**src/rtl/scs8hd_o2bb2a_pkg.sv**
```systemverilog
// Shared constants and helpers for the pipelined o2bb2a lane-qualifier block.
// Holds the MODE encodings, the popcount helper and the popcount width function.
package scs8hd_o2bb2a_pkg;

    localparam logic MODE_TRUE = 1'b0;
    localparam logic MODE_INV  = 1'b1;

    // One extra bit of headroom, so a count of LANES ones never wraps.
    function automatic int calc_cw(input int lanes);
        return $clog2(lanes + 1);
    endfunction

    function automatic logic [5:0] popcount(input logic [31:0] v);
        logic [5:0] n;
        n = '0;
        for (int i = 0; i < 32; i++) begin
            n = n + 6'(v[i]);
        end
        return n;
    endfunction

endpackage

```
**src/rtl/scs8hd_o2bb2a_pipe_stage.sv**
```systemverilog
// One valid/ready register slice. Ready propagates combinationally upstream
// so a full chain can still accept and emit on the same edge.
module scs8hd_o2bb2a_pipe_stage #(
    parameter int W = 8
) (
    input  logic         clk,
    input  logic         srst,
    input  logic         i_valid,
    output logic         o_ready,
    input  logic [W-1:0] i_data,
    output logic         o_valid,
    input  logic         i_ready,
    output logic [W-1:0] o_data
);

    logic         r_valid;
    logic [W-1:0] r_data;

    assign o_ready = !r_valid || i_ready;

    always_ff @(posedge clk) begin
        if (srst) begin
            r_valid <= 1'b0;
            r_data  <= '0;
        end else if (o_ready) begin
            r_valid <= i_valid;
            // Payload only moves with a real beat; bubbles leave it untouched.
            if (i_valid) begin
                r_data <= i_data;
            end
        end
    end

    assign o_valid = r_valid;
    assign o_data  = r_data;

endmodule

```
**src/rtl/scs8hd_o2bb2a_pipe.sv**
```systemverilog
// Multi-lane o2bb2a: X_i = (!(A1N&A2N) & |B_lane) ^ MODE, with popcount,
// carried through a STAGES-deep valid/ready register pipeline.
module scs8hd_o2bb2a_pipe
    import scs8hd_o2bb2a_pkg::*;
#(
    parameter int LANES  = 8,
    parameter int NB     = 2,
    parameter int STAGES = 2,
    localparam int CW    = calc_cw(LANES)
) (
    input  logic                CLK,
    input  logic                RESET,
    input  logic                IN_VALID,
    output logic                IN_READY,
    input  logic [LANES-1:0]    A1N,
    input  logic [LANES-1:0]    A2N,
    input  logic [LANES*NB-1:0] B,
    input  logic                MODE,
    output logic                OUT_VALID,
    input  logic                OUT_READY,
    output logic [LANES-1:0]    X,
    output logic [CW-1:0]       OUT_ONES
`ifdef SC_USE_PG_PIN
    ,
    input  logic                vpwr,
    input  logic                vgnd,
    input  logic                vpb,
    input  logic                vnb
`endif
);

    localparam int PW = LANES + CW;

    logic [LANES-1:0] w_r;
    logic [LANES-1:0] w_x;
    logic [CW-1:0]    w_ones;

    generate
        for (genvar gi = 0; gi < LANES; gi++) begin : g_lane
            assign w_r[gi] = !(A1N[gi] & A2N[gi]) & (|B[gi*NB +: NB]);
        end
    endgenerate

    assign w_x    = (MODE == MODE_INV) ? ~w_r : w_r;
    assign w_ones = CW'(popcount(32'(w_x)));

    logic          w_valid [0:STAGES];
    logic          w_ready [0:STAGES];
    logic [PW-1:0] w_data  [0:STAGES];

    assign w_valid[0]      = IN_VALID;
    assign w_data[0]       = {w_ones, w_x};
    assign w_ready[STAGES] = OUT_READY;

    generate
        for (genvar gi = 0; gi < STAGES; gi++) begin : g_stage
            scs8hd_o2bb2a_pipe_stage #(
                .W(PW)
            ) u_stage (
                .clk    (CLK),
                .srst   (RESET),
                .i_valid(w_valid[gi]),
                .o_ready(w_ready[gi]),
                .i_data (w_data[gi]),
                .o_valid(w_valid[gi+1]),
                .i_ready(w_ready[gi+1]),
                .o_data (w_data[gi+1])
            );
        end
    endgenerate

    assign IN_READY  = w_ready[0] & !RESET;
    assign OUT_VALID = w_valid[STAGES];

    logic [PW-1:0] w_head;
    assign w_head = w_data[STAGES];

`ifdef SC_USE_PG_PIN
    // Bad supply corrupts the data outputs; handshake is left alone.
    logic w_pg_ok;
    assign w_pg_ok  = (vpwr == 1'b1) && (vgnd == 1'b0);
    assign X        = w_pg_ok ? w_head[LANES-1:0] : 'x;
    assign OUT_ONES = w_pg_ok ? w_head[PW-1:LANES] : 'x;
`else
    assign X        = w_head[LANES-1:0];
    assign OUT_ONES = w_head[PW-1:LANES];
`endif

endmodule

```
**config.mk**
```make
export PLATFORM = sky130hd
export DESIGN_NAME = scs8hd_o2bb2a_pipe
export DESIGN_NICKNAME = d
export VERILOG_FILES = /design/src/rtl/scs8hd_o2bb2a_pkg.sv /design/src/rtl/scs8hd_o2bb2a_pipe_stage.sv /design/src/rtl/scs8hd_o2bb2a_pipe.sv
export SDC_FILE = /design/constraint.sdc
export NUM_CORES = 1
export LEC_CHECK = 0
export ABC_CLOCK_PERIOD_IN_PS = 3300
export BUFFER_PORTS_ARGS = -buffer_cell sky130_fd_sc_hd__buf_2
export CORE_ASPECT_RATIO = 1.25
export CORE_MARGIN = 4
export CORE_UTILIZATION = 43
export CTS_CLUSTER_SIZE = 12
export DETAILED_ROUTE_END_ITERATION = 6
export PLACE_DENSITY = 0.75
export SYNTH_ARGS = -nofsm -noshare
export SYNTH_HDL_FRONTEND = slang
export SYNTH_SLANG_ARGS = --single-unit
```
**constraint.sdc**
```tcl
create_clock -name CLK -period 3.3 [get_ports CLK]
set_input_delay 0.165 -clock CLK [delete_from_list [all_inputs] [get_ports CLK]]
set_output_delay 0.165 -clock CLK [all_outputs]
set_load 0.01 [all_outputs]
```
==> results of run 1 <==
-- through the flow --
step | TNS (ns) | power [uW]
floorplan | 0 | 544.2
global placement | 0 | 596.2
detailed placement | -0.04511 | 617.8
CTS | 0 | 743.7
global route | 0 | 796.0
finish | 0 | 735.0
-- cell usage after synthesis --
master,count,area [um^2]
nand3b_1,1,7.510
nand2b_1,1,6.260
fa_1,4,80.08
buf_2,4,20.02
nor2_1,1,3.750
a21oi_1,27,135.1
and3b_2,1,10.01
and2b_1,1,7.510
buf_1,3,11.26
xnor2_1,9,78.83
nand3_1,14,70.07
a211oi_1,9,67.56
inv_1,12,45.04
clkbuf_1,2,7.510
a2bb2oi_1,8,70.07
dfxtp_1,26,520.5
nand4b_1,1,8.760
ha_1,3,37.54
buf_4,1,7.510
nor2_2,1,6.260
o21ai_0,15,75.07
-- routing by layer --
metal,wire (um),vias up,track usage (%)
li1,-,597,-
met1,1163,521,17.08
met2,1333,50,27.31
met3,240,4,2.607
met4,27,0,5.341
met5,0,-,0
-- report_power, final --
part | internal, uW | switching (uW) | total (uW) | leakage (uW)
logic | 118 | 126 | 244 | 0.000460
registers | 344 | 17.3 | 361 | 0.000213
clock network | 42.7 | 87.3 | 130 | 0.0000138
total | 504 | 230 | 735 | 0.000687
-- cell type report --
| cell class | count | share of cell area, % |
|---|---|---|
| clock buffers | 3 | 1.457 |
| inverters | 12 | 2.915 |
| repair buffers | 50 | 16.19 |
| flip-flops and latches | 26 | 33.68 |
| well taps | 34 | 2.753 |
| multi-input cells | 96 | 43.00 |
-- sequential cells by signal, summed over array words and instances (netlist names) --
register                 cells
g_stage.u_stage.o_data      24
g_stage.u_stage.o_valid      2
-- kinds of logic (layout without fill, tap and decap cells) --
| family | Yosys count | in the layout | share of synthesized area (%) |
|---|---|---|---|
| DFF | 26 | 26 | 40.78 |
| buffers and inverters | 22 | 65 | 7.157 |
| adders and majority gates | 7 | 7 | 9.216 |
| AOI/OAI and AO/OA | 59 | 59 | 27.25 |
| xor gates and xnor gates | 9 | 9 | 6.177 |
| and+or+nand+nor | 21 | 21 | 9.413 |
-- critical path, stage by stage --
cell and delay [ns]:
buf_2 0.09, a2bb2oi_1 0.14, xnor2_1 0.17, fa_1 0.56, inv_1 0.05, fa_1 0.49, inv_1 0.05, fa_1 0.44
inv_1 0.07, ha_1 0.17, inv_1 0.06, fa_1 0.37, xnor2_1 0.14, nand3_1 0.08, a21oi_1 0.16
-- worst min-delay path by stage --
stage	slack [ns]	cells after the start	startpoint	endpoint
2_1_floorplan	0.36	2	IN_VALID	g_stage[0].u_stage.o_valid
3_3_place_gp	0.46	2	g_stage[0].u_stage.o_data[9]	g_stage[1].u_stage.o_data[9]
3_5_place_dp	0.46	2	g_stage[1].u_stage.o_data[5]	g_stage[1].u_stage.o_data[5]
4_1_cts	0.22	3	IN_VALID	g_stage[0].u_stage.o_data[10]
5_1_grt	0.24	3	IN_VALID	g_stage[0].u_stage.o_data[10]
6_report	0.22	3	IN_VALID	g_stage[0].u_stage.o_data[10]
==> results.json, run 1 <==
{
  "crit_arrival_ns": 3.21,
  "grt_pass1_wl_um": 4643,
  "rows": 21,
  "via_per_inst": 5.303,
  "multi_input_area_um2": 664.4,
  "startpoint": "B[1]",
  "rrSetupSlack_ns": 1.76,
  "grt_max_degree": 28,
  "netlist_area_mm2": 0.001276,
  "ant_nets": 0,
  "instances_no_fill": 221,
  "core-area_mm2": 0.002759,
  "worst_pin_slew_ns": 0.5052,
  "clk_pin_slew_ns": 0.12,
  "vdd_ir_drop_max_uv": 287.5,
  "synth-seq-cells": 26,
  "min_path_type": "input pin to register",
  "cp_max_fo": 2,
  "cts_made_buffers": 3,
  "routedWlPerCell_um": 12.51,
  "finish.utilization_pct": 56.01,
  "netlist_instances": 144,
  "io_pins": 51,
  "die_height_um": 68.91,
  "end_kind": "register",
  "layout_commonest_cell": "buf_2",
  "finClkSkew_ns": 0.008068,
  "drive_above_1_share_pct": 29.41,
  "post_cts_buffers": 0,
  "status": "finished, final reports clean",
  "final_max_slew_viol_count": 0,
  "drc": 0,
  "grt_antenna_before_repair": 0,
  "critPathLaunchType": "input pin",
  "yosysWarningCount": 0,
  "path_class": "input pin to register",
  "drtPass1Iterations": 4,
  "required_ns": 3.55,
  "cts_tree": "done",
  "r2r-start": "g_stage[0].u_stage.o_valid",
  "clk_path_buf_depth": 2,
  "clock.fmax_mhz": 337.1,
  "rsz0062_at_grt": "false",
  "fillers": 282,
  "fin_nets": 233,
  "setup_viol": 0,
  "yosysUniqueCellTypes": 21,
  "min_period_ns": 2.966,
  "final_cell_area_mm2": 0.001545,
  "slew_headroom_pct": 66.22,
  "dp_cells": 218,
  "syn_nets": 188,
  "r2r-end": "g_stage[0].u_stage.o_data[6]",
  "cts_resized": 0,
  "fin_crit_sh_pct": 89.89,
  "fin_hold_ws_ns": 0.2249,
  "yosysSeqAreaShare_pct": 40.78,
  "final-seq-area_um2": 520.5,
  "htreeDepth": 1,
  "grt_util_all_layers_pct": 14.76,
  "place_ws_ns": -0.04511,
  "ctsHoldBuffers": 0,
  "vias": 1172,
  "drtIter0Drc": 19,
  "start_util_pct": 46.26,
  "area_growth_pct": 21.08,
  "avgSynthCellArea_um2": 8.863,
  "die_w_um": 56.73,
  "gp_congestion": 0.7404,
  "reg2reg_depth": 3,
  "dpl_cell_area_mm2": 0.001523,
  "overflow": 0,
  "finalHoldViolations": 0,
  "wl_um": 2764,
  "p_leak_uw": 0.0006869,
  "port-buffer-count": 50,
  "cts_root_buffer": "clkbuf_4",
  "grt_pass1_vias": 1135,
  "max_cap_viol_count": 0,
  "num_antenna_cells": 0,
  "final_cell_mix": "50 x buf_2, 27 x a21oi_1, 26 x dfxtp_1",
  "cts_num_sinks": 26,
  "p_per_area_mw_per_mm2": 475.6,
  "hpwl_um": 2315,
  "clkLatencyLatePin_ns": 0.31,
  "setup_slack_ns": 0.3338,
  "die_area_mm2": 0.003909,
  "crit_path_end": "g_stage[0].u_stage.o_data[10]"
}
No activity file was read; power rests on OpenSTA's default activity.
==> run 2: changes to the inputs <==
--- a/config.mk
+++ b/config.mk
@@ -13,6 +13,7 @@
 export CTS_CLUSTER_SIZE = 12
 export DETAILED_ROUTE_END_ITERATION = 6
 export PLACE_DENSITY = 0.75
+export SKIP_LAST_GASP = 1
 export SYNTH_ARGS = -nofsm -noshare
 export SYNTH_HDL_FRONTEND = slang
 export SYNTH_SLANG_ARGS = --single-unit
==> constraint.sdc (replaced) <==
create_clock -name CLK -period 3.3 [get_ports CLK]
set_input_delay 0.33 -clock CLK [delete_from_list [all_inputs] [get_ports CLK]]
set_output_delay 0.33 -clock CLK [all_outputs]
set_load 0.01 [all_outputs]
==> run 2 against run 1 <==
  * Via count is 1.9% higher
  * Design area is 3.3% higher
  * First-iteration DRC count is 26% higher
  * Core utilization is 1.9 points higher
  * Sequential share of layout area is 1.1 points lower
  * Non-clock buffer count is 5 higher
  * Clock skew is 0.0039 ns lower
  * Critical path type unchanged
  * Critical endpoint unchanged
  * Highest routed layer unchanged
==> results.json, run 2 (same netlist as run 1, synthesis figures left out) <==
{
  "fin_nets": 238,
  "die_height_um": 68.91,
  "final-seq-area_um2": 520.5,
  "vdd_ir_drop_max_uv": 247.2,
  "setup_viol": 0,
  "clk_pin_slew_ns": 0.13,
  "grt_max_degree": 28,
  "overflow": 0,
  "clkLatencyLatePin_ns": 0.32,
  "final_cell_mix": "50 x buf_2, 27 x a21oi_1, 26 x dfxtp_1",
  "die_w_um": 56.73,
  "layout_commonest_cell": "buf_2",
  "cts_root_buffer": "clkbuf_4",
  "end_kind": "register",
  "num_antenna_cells": 0,
  "instances_no_fill": 227,
  "cts_num_sinks": 26,
  "drive_above_1_share_pct": 31.61,
  "path_class": "input pin to register",
  "htreeDepth": 1,
  "finalHoldViolations": 0,
  "critPathLaunchType": "input pin",
  "ctsHoldBuffers": 0,
  "drc": 0,
  "start_util_pct": 46.26,
  "die_area_mm2": 0.003909,
  "wl_um": 2675,
  "drtPass1Iterations": 4,
  "setup_slack_ns": 0.1920,
  "drtIter0Drc": 24,
  "cp_max_fo": 2,
  "cts_resized": 0,
  "place_ws_ns": -0.1819,
  "multi_input_area_um2": 664.4,
  "routedWlPerCell_um": 11.78,
  "rsz0062_at_grt": "false",
  "slew_headroom_pct": 66.27,
  "io_pins": 51,
  "core-area_mm2": 0.002759,
  "dp_cells": 223,
  "required_ns": 3.56,
  "gp_congestion": 0.7148,
  "final_cell_area_mm2": 0.001597,
  "finalSetupTns_ns": 0,
  "worst_pin_slew_ns": 0.5044,
  "grt_pass1_wl_um": 4560,
  "hpwl_um": 2205,
  "crit_arrival_ns": 3.37,
  "fin_crit_sh_pct": 94.18,
  "vias": 1194,
  "p_leak_uw": 0.0007181,
  "clk_path_buf_depth": 2,
  "grt_util_all_layers_pct": 14.54,
  "min_period_ns": 3.108,
  "ant_nets": 0,
  "largest_reg_flops": 24,
  "port-buffer-count": 50,
  "area_growth_pct": 25.10,
  "grt_antenna_before_repair": 0,
  "clock.fmax_mhz": 321.8,
  "rows": 21,
  "fillers": 263,
  "post_cts_buffers": 0,
  "max_cap_viol_count": 0,
  "final_max_slew_viol_count": 0,
  "via_per_inst": 5.260,
  "status": "finished, final reports clean",
  "finClkSkew_ns": 0.004205,
  "min_path_type": "input pin to register",
  "finalPower_uw": 767.2,
  "dpl_cell_area_mm2": 0.001560,
  "cts_made_buffers": 3,
  "p_per_area_mw_per_mm2": 480.5,
  "cts_tree": "done",
  "grt_pass1_vias": 1140
}
==> run 2: changes by cell type in the layout (fill, tap and decap cells not counted) <==
cell | before | now
buf_4 | 0 | 5
clkbuf_8 | 0 | 1
==> run 2: routing by layer <==
layer  GRT usage, %  wire (um)
met2          26.45       1244
met1          16.57       1127
met5              0          0
met3          2.421        263
met4          7.122         39
==> run 2: path summary, 6_finish.rpt <==
path / from / endpoint / slack [ns] / depth (start not counted)
setup reg to reg: g_stage[0].u_stage.o_valid / g_stage[0].u_stage.o_data[2] / 1.74 / 3
hold reg to reg: g_stage[1].u_stage.o_data[0] / g_stage[1].u_stage.o_data[0] / 0.48 / 2
hold / removal: IN_VALID / g_stage[0].u_stage.o_data[8] / 0.38 / 3
setup / recovery: A2N[3] / g_stage[0].u_stage.o_data[10] / 0.19 / 15
==> run 2: worst max-delay path: stages <==
cell,delay (ns)
buf_2,0.10
a2bb2oi_1,0.18
xnor2_1,0.15
fa_1,0.53
inv_1,0.05
fa_1,0.49
inv_1,0.05
fa_1,0.44
inv_1,0.06
ha_1,0.16
inv_1,0.06
fa_1,0.37
xnor2_1,0.14
nand3_1,0.09
a21oi_1,0.15
==> run 2: area by class of cell <==
class,instances,share of cell area [%]
Timing Repair Buffer,55,18.03
Sequential cell,26,32.60
Clock buffer,4,2.273
Multi-Input combinational cell,96,41.61
Inverter,12,2.821
Tap cell,34,2.665
==> run 2: metrics by stage <==
stage	hold WS, ns	utilization, %
4_1_cts	0.3692	57.87
3_5_place_dp	0.4571	56.55
3_3_place_gp	0.4581	56.55
6_report	0.3818	57.87
5_1_grt	0.3743	57.87
2_1_floorplan	0.4403	-
==> run 2: power breakdown <==
group | internal [uW] | switching (uW)
combinational | 124 | 126
sequential | 344 | 16.6
clock | 67.5 | 89.5
